`src/rtl/logic_unit_seq.sv`:
```
// logic_unit_seq: multi-cycle AND/OR/XOR/NOR unit, SLICE bits per cycle, start/busy/done handshake.
// Optional zero flag output enabled by defining LOGIC_ZERO_FLAG_EN.
`default_nettype none

module logic_unit_seq #(
    parameter int WIDTH = 32,
    parameter int SLICE = 8
) (
    input  logic             clk,
    input  logic             reset,
    input  logic             start,
    input  logic [1:0]       op,
    input  logic [WIDTH-1:0] a,
    input  logic [WIDTH-1:0] b,
    output logic             busy,
    output logic             done,
    output logic [WIDTH-1:0] res
`ifdef LOGIC_ZERO_FLAG_EN
    ,
    output logic             zero
`endif
);

    localparam int NS = WIDTH / SLICE;
    localparam int CW = (NS > 1) ? $clog2(NS) : 1;
    localparam logic [CW-1:0] LAST_CNT = CW'(NS - 1);

    localparam logic [1:0] S_IDLE = 2'd0;
    localparam logic [1:0] S_RUN  = 2'd1;
    localparam logic [1:0] S_DONE = 2'd2;

    localparam logic [1:0] OP_AND = 2'b00;
    localparam logic [1:0] OP_OR  = 2'b01;
    localparam logic [1:0] OP_XOR = 2'b10;

    logic [1:0]       state;
    logic [1:0]       next_state;
    logic [CW-1:0]    cnt;
    logic [WIDTH-1:0] a_lat;
    logic [WIDTH-1:0] b_lat;
    logic [1:0]       op_lat;
    logic             accept;
    logic             last_slice;
    logic [SLICE-1:0] a_cur;
    logic [SLICE-1:0] b_cur;
    logic [SLICE-1:0] f_cur;
    logic [WIDTH-1:0] res_next;

    // A request is taken in IDLE and also in DONE, so back-to-back ops lose no cycle.
    assign accept     = start && (state != S_RUN);
    assign last_slice = (state == S_RUN) && (cnt == LAST_CNT);

    always_ff @(posedge clk) begin
        if (reset) begin
            state <= S_IDLE;
        end else begin
            state <= next_state;
        end
    end

    always_comb begin
        next_state = state;
        case (state)
            S_IDLE: begin
                if (start) begin
                    next_state = S_RUN;
                end
            end
            S_RUN: begin
                if (cnt == LAST_CNT) begin
                    next_state = S_DONE;
                end
            end
            S_DONE: begin
                next_state = start ? S_RUN : S_IDLE;
            end
            default: begin
                next_state = S_IDLE;
            end
        endcase
    end

    always_comb begin
        busy = (state == S_RUN);
        done = (state == S_DONE);
    end

    always_comb begin
        a_cur = '0;
        b_cur = '0;
        for (int i = 0; i < NS; i++) begin
            if (cnt == CW'(i)) begin
                a_cur = a_lat[i*SLICE +: SLICE];
                b_cur = b_lat[i*SLICE +: SLICE];
            end
        end
    end

    always_comb begin
        case (op_lat)
            OP_AND:  f_cur = a_cur & b_cur;
            OP_OR:   f_cur = a_cur | b_cur;
            OP_XOR:  f_cur = a_cur ^ b_cur;
            default: f_cur = ~(a_cur | b_cur);
        endcase
    end

    always_comb begin
        res_next = res;
        for (int i = 0; i < NS; i++) begin
            if (cnt == CW'(i)) begin
                res_next[i*SLICE +: SLICE] = f_cur;
            end
        end
    end

    always_ff @(posedge clk) begin
        if (reset) begin
            cnt    <= '0;
            a_lat  <= '0;
            b_lat  <= '0;
            op_lat <= '0;
            res    <= '0;
        end else if (accept) begin
            cnt    <= '0;
            a_lat  <= a;
            b_lat  <= b;
            op_lat <= op;
            res    <= '0;
        end else if (state == S_RUN) begin
            res <= res_next;
            cnt <= (cnt == LAST_CNT) ? '0 : cnt + CW'(1);
        end
    end

`ifdef LOGIC_ZERO_FLAG_EN
    // Judged on the final result, which includes the slice written on this same edge.
    always_ff @(posedge clk) begin
        if (reset) begin
            zero <= 1'b0;
        end else if (last_slice) begin
            zero <= (res_next == '0);
        end
    end
`else
    // Without the zero flag the final-slice strobe has no consumer.
    logic unused_last_slice;
    assign unused_last_slice = last_slice;
`endif

endmodule

`default_nettype wire

```
`config.mk`:
```
export PLATFORM = sky130hd
export DESIGN_NAME = logic_unit_seq
export DESIGN_NICKNAME = d
export VERILOG_FILES = /design/src/rtl/logic_unit_seq.sv
export SDC_FILE = /design/constraint.sdc
export NUM_CORES = 1
export LEC_CHECK = 0
export BUFFER_PORTS_ARGS = -buffer_cell sky130_fd_sc_hd__buf_4
export CAP_MARGIN = 20
export CORE_ASPECT_RATIO = 0.6
export CORE_UTILIZATION = 50
export DETAILED_ROUTE_END_ITERATION = 16
export PLACE_DENSITY_LB_ADDON = 0.3
export SYNTH_ARGS = -nofsm -noshare
export SYNTH_HDL_FRONTEND = slang
export SYNTH_SLANG_ARGS = --single-unit
export TNS_END_PERCENT = 10
```
`constraint.sdc`:
```
create_clock -name clk -period 4.4 [get_ports clk]
set_clock_uncertainty 0.15 [all_clocks]
set_input_delay 0.22 -clock clk [delete_from_list [all_inputs] [get_ports clk]]
set_output_delay 0.22 -clock clk [all_outputs]
set_load 0.02 [all_outputs]
```
---- After elaboration in Yosys (flattened, before gate mapping) ----
Cells that the tools add are included.
word-level totals
  register bits ........................... 102
  output and inout port bits .............. 34
operators by class
  $add $sub $neg .......................... 1
  eq/ne operators ......................... 10
  muxes and demuxes ....................... 14
  bitwise operators ....................... 4
  reductions and logical operators ........ 10
operator list
  cell                                                                    number
  8-bit 2-to-1 mux                                                        8
  8-bit one-hot mux with 3 select lines                                   1
  2-bit AND reduction                                                     5
  8-bit AND                                                               1
  2-bit equality test (second input constant)                             4
  8-bit NOT                                                               1
  8-bit OR                                                                1
  8-bit XOR                                                               1
  2-bit by 1-bit equality test with 1-bit output (second input constant)  3
  2-bit logical NOT                                                       3
  2-bit 2-to-1 mux                                                        3
  2-bit one-hot mux with 3 select lines                                   1
  2-bit by 1-bit != test with 1-bit output (second input constant)        2
  2-bit by 1-bit adder with 2-bit output (second input constant)          1
  2-bit != test (second input constant)                                   1
  2-bit OR reduction                                                      1
  1-bit logical AND                                                       1
  1-bit 2-to-1 mux                                                        1

---- Logic depth before layout (Yosys ltp) ----
Gate-level depths: netlist of run 1.
  depth in word-level cells ............... 8
  mapped depth ............................ 12

---- Worst setup path after synthesis of run 1 ----
OpenSTA, ideal clock, no wires.
  path kind ............................... register to register
  start ................................... reg cnt[0]
  end ..................................... reg res[16]
  arrival ................................. 2.226 ns
  data required time ...................... 4.130 ns
  slack ................................... 1.904 ns
  cell stages (with the launch flop) ...... 12
  buffers on the path ..................... 2
  period minus slack after synthesis ...... 2.496 ns
  cells stage by stage .................... dfxtp_1 > inv_1 > ha_1 > nor2b_1 > buf_2 > buf_2 > a221o_1 > a22o_1 > ha_1 > or2_2 > a21oi_1 > nor4_2
on the way
  longest elaborated chain between the ends .. 8
  elaborated cells on any way between the ends .. 18
ends and longest elaborated chain
  element                                line      source
  from (decl)                            38        logic [CW-1:0] cnt;
  from (signal assigned)                 132       cnt <= (cnt == LAST_CNT) ? '0 : cnt + CW'(1);
  2-bit logical NOT                      92        if (cnt == CW'(i)) begin
  8-bit 2-to-1 mux (4 in series)         92
  8-bit OR                               102, 104
  8-bit NOT                              104       default: f_cur = ~(a_cur | b_cur);
  8-bit one-hot mux with 3 select lines  100       case (op_lat)
  to (signal assigned)                   131       res <= res_next;
  to (decl)                              17        output logic [WIDTH-1:0] res
Parallel ways exist; a longest one is shown, timed or not.
A chain may end at the register's enable or synchronous reset.

---- Worst setup path in the final report of run 1 ----
  start ................................... reg cnt[0]
  end ..................................... reg res[7]
on the way
  longest elaborated chain between the ends .. 8
  elaborated cells on any way between the ends .. 18
ends and longest elaborated chain
  element                                line
  2-bit logical NOT                      92, 111
  8-bit 2-to-1 mux (4 in series)         92
  8-bit OR                               102, 104
  8-bit NOT                              104
  8-bit one-hot mux with 3 select lines  100
Parallel ways exist; a longest one is shown, timed or not.

==> results_dict.tcl, run 1 <==
set metrics [dict create \
    status "completed" \
    num_io_pins 103 \
    yosys.area.top_type "dfxtp_1" \
    cp.required_ns 4.48 \
    clockBufferDepth 2 \
    yosysSeqAreaShare 0.3850 \
    insertedDiodeCount 0 \
    setup_viol 0 \
    whs_ns 0.001979 \
    power_mw 2.246 \
    drive_gt1_frac 0.1987 \
    insertion_delay_ns 0.34 \
    max_clock_freq_mhz 307.5 \
    reg2reg_depth 10 \
    finalMaxSlewViolations 0 \
    synth_ff_type "dfxtp_1" \
    fin_crit_sh 0.7391 \
    final_cell_area_mm2 0.006708 \
    endpoint_kind "flop" \
    hold_path.class "in -> reg" \
    power.leakage_nw 2.700 \
    fin_ws_ns 1.148 \
    drt_iter0_drc 502 \
    synth_cells 666 \
    ys_ff_latch 102 \
    antenna_found_initial 0 \
    layout.cells.non_filler 895 \
    track_usage 0.3142 \
    cts_tree "built" \
    syn_area_mm2 0.005304 \
    fillCellCount 887 \
    postPlaceCellArea_mm2 0.005997 \
    root_buffer "clkbuf_16" \
    wl_um 16840 \
    worstSetupStartpointType "flop" \
    core_mm2 0.01009 \
    maxCapViolCount 0 \
    critPathKind "reg -> reg" \
    peakVddDrop_mv 0.2013 \
    dp_cells 838 \
    cp_max_fo 11 \
    cts.sinks 102 \
    finalSetupTns_ns 0 \
    finalHoldViolations 0 \
    drtAntennaViolNets 0 \
    synthArstFlopShare 0 \
    dp_slack_ns 0.8882 \
    dieArea_mm2 0.01104 \
    yosysWarnings 0 \
    cts_made_buffers 9 \
    synthDistinctLibCells 31 \
    syn-num-nets 755 \
    layout.area.seq_mm2 0.002042 \
    area_growth_pct 26.47 \
    drc 0 \
    min_path_cells 3 \
    synth_top_area_frac 0.3850 \
    relSlewSlack 0.3746 \
    ys_top_cells_by_area "dfxtp_1 38%, a21oi_1 11%, nand3_1 6.3%" \
    h-tree-depth 3 \
    final_util 0.6648 \
    synth_edf_count 0 \
    die_w_um 135.0 \
    grt_max_degree 86 \
    gr-total-overflow 0 \
    synth_area_per_cell_um2 7.964 \
    rsz0062_at_grt "no" \
    io_buffers 102 \
    vias_per_cell 6.182 \
    gp_congestion 0.8935 \
    die_h_um 81.78 \
    num_vias 5533 \
    max_slew.worst_pin.slew_ns 0.9380 \
    cts.clk_slew.worst_paths_ns 0.07 \
    routedWlPerCell_um 18.81 \
    powerDensity_mw_per_mm2 334.9 \
    grt_pass1_vias 5146 \
    hpwlAfterDp_um 11300 \
    fin_crit_ns 3.252 \
    nNetsFinal 845 \
    multi_input_area_mm2 0.002880 \
    first_pass_iters 5 \
    rows 28 \
    start_util 0.5257 \
    cp.arrival_ns 3.34 \
    grt_pass1_wl_um 26850 \
]
==> path summary, 6_finish.rpt <==
| kind | startpoint | to | slack [ns] |
|---|---|---|---|
| hold / removal | b[4] | b_lat[4] | 0.002 |
| hold reg to reg | a_lat[22] | a_lat[22] | 0.33 |
| setup / recovery | cnt[0] | res[7] | 1.15 |
| setup reg to reg | cnt[0] | res[7] | 1.15 |
==> sequential cells by signal (all words and copies together), names as in the netlist <==
signal,count
a_lat,32
b_lat,32
cnt,2
op_lat,2
res,32
state,2
==> cell families after synthesis <==
| family | after synthesis | synth area share |
|---|---|---|
| AO/OA/AOI/OAI | 249 | 0.2810 |
| adder cells (fa/ha/maj) | 20 | 0.04718 |
| buffers and inverters | 92 | 0.07242 |
| flip-flops | 102 | 0.3850 |
| multiplexers | 8 | 0.01699 |
| AND/OR/NAND/NOR | 195 | 0.1975 |
==> area by class of cell <==
cell class	instances	share of cell area
clock buffers	10	0.03414
well taps	135	0.02518
inverters	20	0.01119
flip-flops and latches	102	0.3044
repair buffers	151	0.1867
multi-input cells	472	0.4294
clock inverters	5	0.008954
==> what timing repair did <==
action,in CTS,in global routing
setup buffers,0,0
hold buffers,41,0
hold endpoints to repair,41,0
resized for setup,0,0
==> power breakdown <==
group          total, mW  internal (mW)  switching (mW)
Sequential          1.01          0.970          0.0444
Combinational      0.441          0.196           0.246
Clock              0.790          0.440           0.350
Total               2.25           1.61           0.640
==> layout by cell type (no fill, tap or decap), types with 16 or more instances in the layout <==
master         count
o21ai_0           66
nor2_1            64
nand3_1           67
buf_4            108
a22o_1            16
a21oi_1          117
dlygate4sd3_1     41
ha_1              20
inv_1             19
a22oi_1           16
dfxtp_1          102
nor4_1            23
a221o_1           16
==> routing by layer <==
metal  GRT usage  share of wire  up-vias
met1      0.4536           0.48     2650
met5           0              0        -
li1            -              -     2607
met4     0.07303         0.0096        0
met2      0.4686           0.42      257
met3     0.07716          0.087       19
==> cells in the mapped netlist (9+ instances only) <==
| library cell | count |
|---|---|
| nor4_1 | 23 |
| nor4_2 | 9 |
| a22oi_1 | 16 |
| o21ai_0 | 66 |
| a2bb2oi_1 | 15 |
| a21oi_1 | 117 |
| a22o_1 | 16 |
| nor2_1 | 64 |
| buf_2 | 16 |
| a221o_1 | 16 |
| dfxtp_1 | 102 |
| clkbuf_1 | 46 |
| inv_1 | 19 |
| nand2_1 | 9 |
| ha_1 | 20 |
| nand3_1 | 67 |
==> critical path, stage by stage (launching register included) <==
cell     delay (ns)
dfxtp_1        0.36
inv_1          0.11
ha_1           0.49
nor2b_1        0.62
buf_6          0.23
a221o_1        0.19
a22oi_1        0.10
ha_1           0.31
mux2_2         0.19
nor2_1         0.05
nor4_1         0.34
Note: power is estimated with default switching activity, not from simulation.
==> inputs of run 2 (changes only) <==
==> constraint.sdc (replaced) <==
create_clock -name clk -period 2.9 [get_ports clk]
set_clock_uncertainty 0.15 [all_clocks]
set_input_delay 0.145 -clock clk [delete_from_list [all_inputs] [get_ports clk]]
set_output_delay 0.145 -clock clk [all_outputs]
set_load 0.02 [all_outputs]
==> run 2 against run 1 <==
  * Sequential power grew 52%
  * Maximum frequency is 19% higher
  * Hold slack better by 0.24 ns
  * Combinational power increased by 61%
  * Core utilization grew 3.3 points
  * Wire length up 2.5%
  * Cell count up 3.1%
  * Clock power up 70%
  * Global-route usage rose by 0.41 points
  * Critical endpoint is now res[19]
  * Largest cell class unchanged
  * Largest power group unchanged
==> results_dict.tcl, run 2 (synthesis gave the netlist of run 1 again) <==
set metrics [dict create \
    status "completed" \
    cp.required_ns 2.97 \
    whs_ns 0.2386 \
    finalHoldViolations 0 \
    num_vias 5650 \
    crit_path_start "cnt[1]" \
    cts_tree "built" \
    hpwlAfterDp_um 11150 \
    powerDensity_mw_per_mm2 509.2 \
    rsz0062_at_grt "no" \
    r2r_start "cnt[1]" \
    start_util 0.5257 \
    layout_commonest_cell "a21oi_1" \
    cts.clk_slew.worst_paths_ns 0.07 \
    die_w_um 135.0 \
    layout_common_cells "117 x a21oi_1, 109 x buf_4, 102 x dfxtp_1, 67 x nand3_1" \
    crit_end "res[19]" \
    io_buffers 102 \
    rows 28 \
    dieArea_mm2 0.01104 \
    cp.arrival_ns 2.79 \
    drc 0 \
    max_slew.worst_pin.slew_ns 0.9020 \
    fin_ws_ns 0.1732 \
    cp_max_fo 26 \
    fin_crit_ns 2.727 \
    max_clock_freq_mhz 366.7 \
    maxCapViolCount 0 \
    post_cts.repair.setup_buffers 0 \
    cts_made_buffers 9 \
    num_io_pins 103 \
    clockBufferDepth 2 \
    power_mw 3.586 \
    root_buffer "clkbuf_16" \
    vias_per_cell 6.121 \
    insertion_delay_ns 0.36 \
    antenna_found_initial 0 \
    area_growth_pct 32.77 \
    drtAntennaViolNets 0 \
    hold_path.class "in -> reg" \
    die_h_um 81.78 \
    timing.rr.end "res[19]" \
    finalSetupTns_ns 0 \
    gp_congestion 0.8719 \
    relSlewSlack 0.3987 \
    regToRegSetupSlack_ns 0.17 \
    dp_slack_ns -0.2249 \
    drt_iter0_drc 606 \
    final_util 0.6979 \
    fin_crit_sh 0.9403 \
    critPathKind "reg -> reg" \
    grt_pass1_wl_um 26650 \
    reg2reg_depth 9 \
    power.leakage_nw 2.849 \
    gr-total-overflow 0 \
    cts.sinks 102 \
    wl_um 17260 \
    worstSetupStartpointType "flop" \
    first_pass_iters 6 \
    setup_viol 0 \
    grt_max_degree 86 \
    top_regs "a_lat: 32 flops, b_lat: 32 flops, res: 32 flops" \
    finalMaxSlewViolations 0 \
    drive_gt1_frac 0.1980 \
    endpoint_kind "flop" \
    routedWlPerCell_um 18.69 \
    peakVddDrop_mv 0.3522 \
    core_mm2 0.01009 \
    grt_pass1_vias 5227 \
    track_usage 0.3183 \
    insertedDiodeCount 0 \
    nNetsFinal 872 \
    h-tree-depth 3 \
]
run 2: cell count changes in the layout (fill, tap and decap cells not counted), sizes merged:
cell         delta
bufinv          +1
clkbuf          -1
inv             +2
dlygate4sd3    +25
buf             +2
clkinvlp        -1
run 2: critical path, stage by stage, from the launching register on:
cell and delay [ns]:
dfxtp_1 0.38, inv_1 0.08, ha_1 0.22, buf_4 0.25
a221o_1 0.42, a22oi_1 0.24, ha_1 0.29, mux2_2 0.33
nor2_1 0.15, nor4_2 0.07
run 2: report_power, final:
group | switching [mW] | internal, mW | total, mW
combinational | 0.390 | 0.321 | 0.712
sequential | 0.0635 | 1.47 | 1.54
clock | 0.570 | 0.769 | 1.34
total | 1.02 | 2.56 | 3.59
run 2: cell type report:
| cell class | instances | area [um^2] |
|---|---|---|
| Clock buffer | 9 | 225.2 |
| Clock inverter | 7 | 103.9 |
| Fill cell | 778 | 3048 |
| Inverter | 20 | 75.07 |
| Multi-Input combinational cell | 472 | 2888 |
| Sequential cell | 102 | 2042 |
| Tap cell | 135 | 168.9 |
| Timing Repair Buffer | 178 | 1539 |
run 2: metal layers:
metal / part of all wire / wire [um] / up-vias / global-route usage
li1: - / - / 2651 / -
met1: 0.46 / 7866 / 2678 / 0.4444
met2: 0.45 / 7713 / 295 / 0.5072
met3: 0.083 / 1433 / 26 / 0.05802
met4: 0.014 / 242 / 0 / 0.08539
met5: 0 / 0 / - / 0
run 2: timing repair:
action	CTS	global route
resized for setup	1	1
endpoints found under the hold margin	66	0
endpoints found under the setup margin	32	15
hold buffers	66	0
run 2: worst min-delay path by stage:
stage	start	endpoint	slack, ns	cells past startpoint
global placement	b[8]	b_lat[8]	0.26	3
floorplan	a[0]	a_lat[0]	0.14	2
finish	start	cnt[1]	0.24	4
CTS	a_lat[19]	a_lat[19]	0.33	2
detailed placement	op[1]	op_lat[1]	0.27	3
global route	start	cnt[1]	0.34	4
run 2: stage by stage:
stage          cells  area [um^2]
2_1_floorplan    666         5304
3_3_place_gp     840         6025
3_5_place_dp     840         6025
4_1_cts          922         7017
5_1_grt          923         7042
6_report         923         7042
==> inputs of run 3 (changes only) <==
--- a/config.mk
+++ b/config.mk
@@ -11,6 +11,7 @@
 export CORE_UTILIZATION = 50
 export DETAILED_ROUTE_END_ITERATION = 16
 export PLACE_DENSITY_LB_ADDON = 0.3
+export REMOVE_ABC_BUFFERS = 1
 export SYNTH_ARGS = -nofsm -noshare
 export SYNTH_HDL_FRONTEND = slang
 export SYNTH_SLANG_ARGS = --single-unit
==> run 3 against run 2 <==
  * Non-clock buffer count rose by 6
  * Critical path depth rose by 1
  * Total power fell by 1.5%
  * Sequential share of layout area fell by 0.062 points
  * Design area rose by 0.21%
  * Sequential power barely moved
  * Clock-buffer cell count rose by 3
  * Critical endpoint is now res[16]
==> results_dict.tcl, run 3 (synthesis gave the netlist of run 1 again) <==
set metrics [dict create \
    power_mw 3.530 \
    rsz0062_at_grt "no" \
    powerDensity_mw_per_mm2 500.3 \
    multi_input_area_mm2 0.002883 \
    vias_per_cell 6.057 \
    fin_ws_ns 0.1793 \
    num_vias 5627 \
    p_seq_frac 0.433 \
    regToRegSetupSlack_ns 0.18 \
    intPower_mw 2.575 \
    grt_pass1_vias 5326 \
    fin_crit_sh 0.9382 \
    root_buffer "clkbuf_16" \
    die_w_um 135.0 \
    hold_path.class "in -> reg" \
    cp.arrival_ns 2.78 \
    io_buffers 102 \
    hpwlAfterDp_um 10120 \
    swShare 0.2705 \
    dieArea_mm2 0.01104 \
    die_h_um 81.78 \
    relSlewSlack 0.3825 \
    cts_tree "built" \
    max_slew.worst_pin.slew_ns 0.9263 \
    finalMaxSlewViolations 0 \
    critical_path.top_delay_family "compound AO/OA/AOI/OAI gates" \
    num_io_pins 103 \
    power.leakage_nw 2.860 \
    top_regs "a_lat: 32 flops, b_lat: 32 flops, res: 32 flops" \
    cpMostUsedCell "ha_1" \
    grt_pass1_wl_um 26520 \
    max_stage_delay_ns 0.41 \
    drt_iter0_drc 493 \
    cts.clk_slew.worst_paths_ns 0.07 \
    dp_slack_ns 0.2305 \
    drc 0 \
    cp.required_ns 2.96 \
    status "completed" \
    post_cts.repair.setup_buffers 0 \
    fillCellCount 818 \
    crit_buf_inv 2 \
    maxCapViolCount 0 \
    antenna_found_initial 0 \
    h-tree-depth 3 \
    drive_gt1_frac 0.2015 \
    finalHoldViolations 0 \
    wl_um 16690 \
    routedWlPerCell_um 17.96 \
    cp_max_fo 6 \
    setup_viol 0 \
    start_util 0.5257 \
    fin_crit_ns 2.721 \
    max_clock_freq_mhz 367.6 \
    track_usage 0.3117 \
    insertedDiodeCount 0 \
    rows 28 \
    layout_common_cells "117 x a21oi_1, 116 x buf_4, 102 x dfxtp_1, 67 x nand3_1" \
    gp_congestion 0.8787 \
    comb_power_share 0.196 \
    endpoint_kind "flop" \
    drtAntennaViolNets 0 \
    critPathKind "reg -> reg" \
    first_pass_iters 6 \
    insertion_delay_ns 0.35 \
    core_mm2 0.01009 \
    cts_made_buffers 9 \
    clockBufferDepth 2 \
    area_growth_pct 33.05 \
    nNetsFinal 878 \
    layout.area.seq_mm2 0.002042 \
    worstSetupStartpointType "flop" \
    gr-total-overflow 0 \
    finalSetupTns_ns 0 \
    layout_commonest_cell "a21oi_1" \
    cpMaxStageDelayCell "dfxtp_1" \
    peakVddDrop_mv 0.3481 \
    p_clk_frac 0.370 \
    cts.sinks 102 \
    path_cells "inv_1 > ha_1 > nor2b_1 > buf_4 > a221o_1 > a22o_1 > ha_1 > or2_2 > a21oi_1 > nor4_2" \
    grt_max_degree 86 \
    p_switching_mw 0.9551 \
]
run 3: cell types whose count changed in the layout (fill, tap and decap cells not counted), moves of 2 or more:
| cell | delta |
|---|---|
| inv_6 | -3 |
| clkbuf_1 | +2 |
| buf_4 | +7 |
| clkinv_2 | +2 |
| clkinv_4 | -2 |
run 3: power groups by stage:
stage / sequential, mW / combinational [mW] / clock [mW]
floorplan: 1.56 / 0.350 / 0
global placement: 1.56 / 0.581 / 0
detailed placement: 1.56 / 0.606 / 0
CTS: 1.53 / 0.682 / 1.32
global route: 1.54 / 0.758 / 1.38
finish: 1.53 / 0.693 / 1.31
run 3: repair_timing:
action	in CTS	in global routing
resized for setup	0	0
hold buffers	66	0
hold endpoints to repair	66	0
run 3: path summary, 6_finish.rpt:
path / start / end / cells after the start
worst max-delay path: cnt[0] / res[16] / 10
worst min-delay path: start / cnt[1] / 4
worst max register to register: cnt[0] / res[16] / 10
worst min register to register: b_lat[17] / b_lat[17] / 2
run 3: metal layers:
| metal | global-route usage | vias up | wire, um |
|---|---|---|---|
| met2 | 0.5376 | 245 | 7780 |
| met5 | 0 | - | 0 |
| met4 | 0.07978 | 0 | 182 |
| met3 | 0.07160 | 26 | 1373 |
| met1 | 0.3970 | 2682 | 7349 |
| li1 | - | 2674 | - |
run 3: through the flow:
step / std cells / util / cell area [um^2] / hold WS (ns)
floorplan: 594 / - / 4995 / 0.06407
global placement: 847 / 0.6026 / 6080 / 0.2608
detailed placement: 847 / 0.6026 / 6080 / 0.2655
CTS: 929 / 0.6994 / 7057 / 0.2563
global route: 929 / 0.6994 / 7057 / 0.3444
finish: 929 / 0.6994 / 7057 / 0.2853
run 3: layout make-up:
type	count	share of cell area
Clock inverter	4	0.009929
Tap cell	135	0.02394
Timing Repair Buffer	184	0.2227
Multi-Input combinational cell	472	0.4085
Clock buffer	12	0.03493
Inverter	20	0.01064
Sequential cell	102	0.2894
run 3: worst reg2reg max path: stages (launching register included):
cell	delay (ns)
dfxtp_1	0.41
inv_1	0.09
ha_1	0.21
nor2b_1	0.20
buf_4	0.20
a221o_1	0.32
a22o_1	0.20
ha_1	0.19
or2_2	0.31
a21oi_1	0.21
nor4_2	0.08
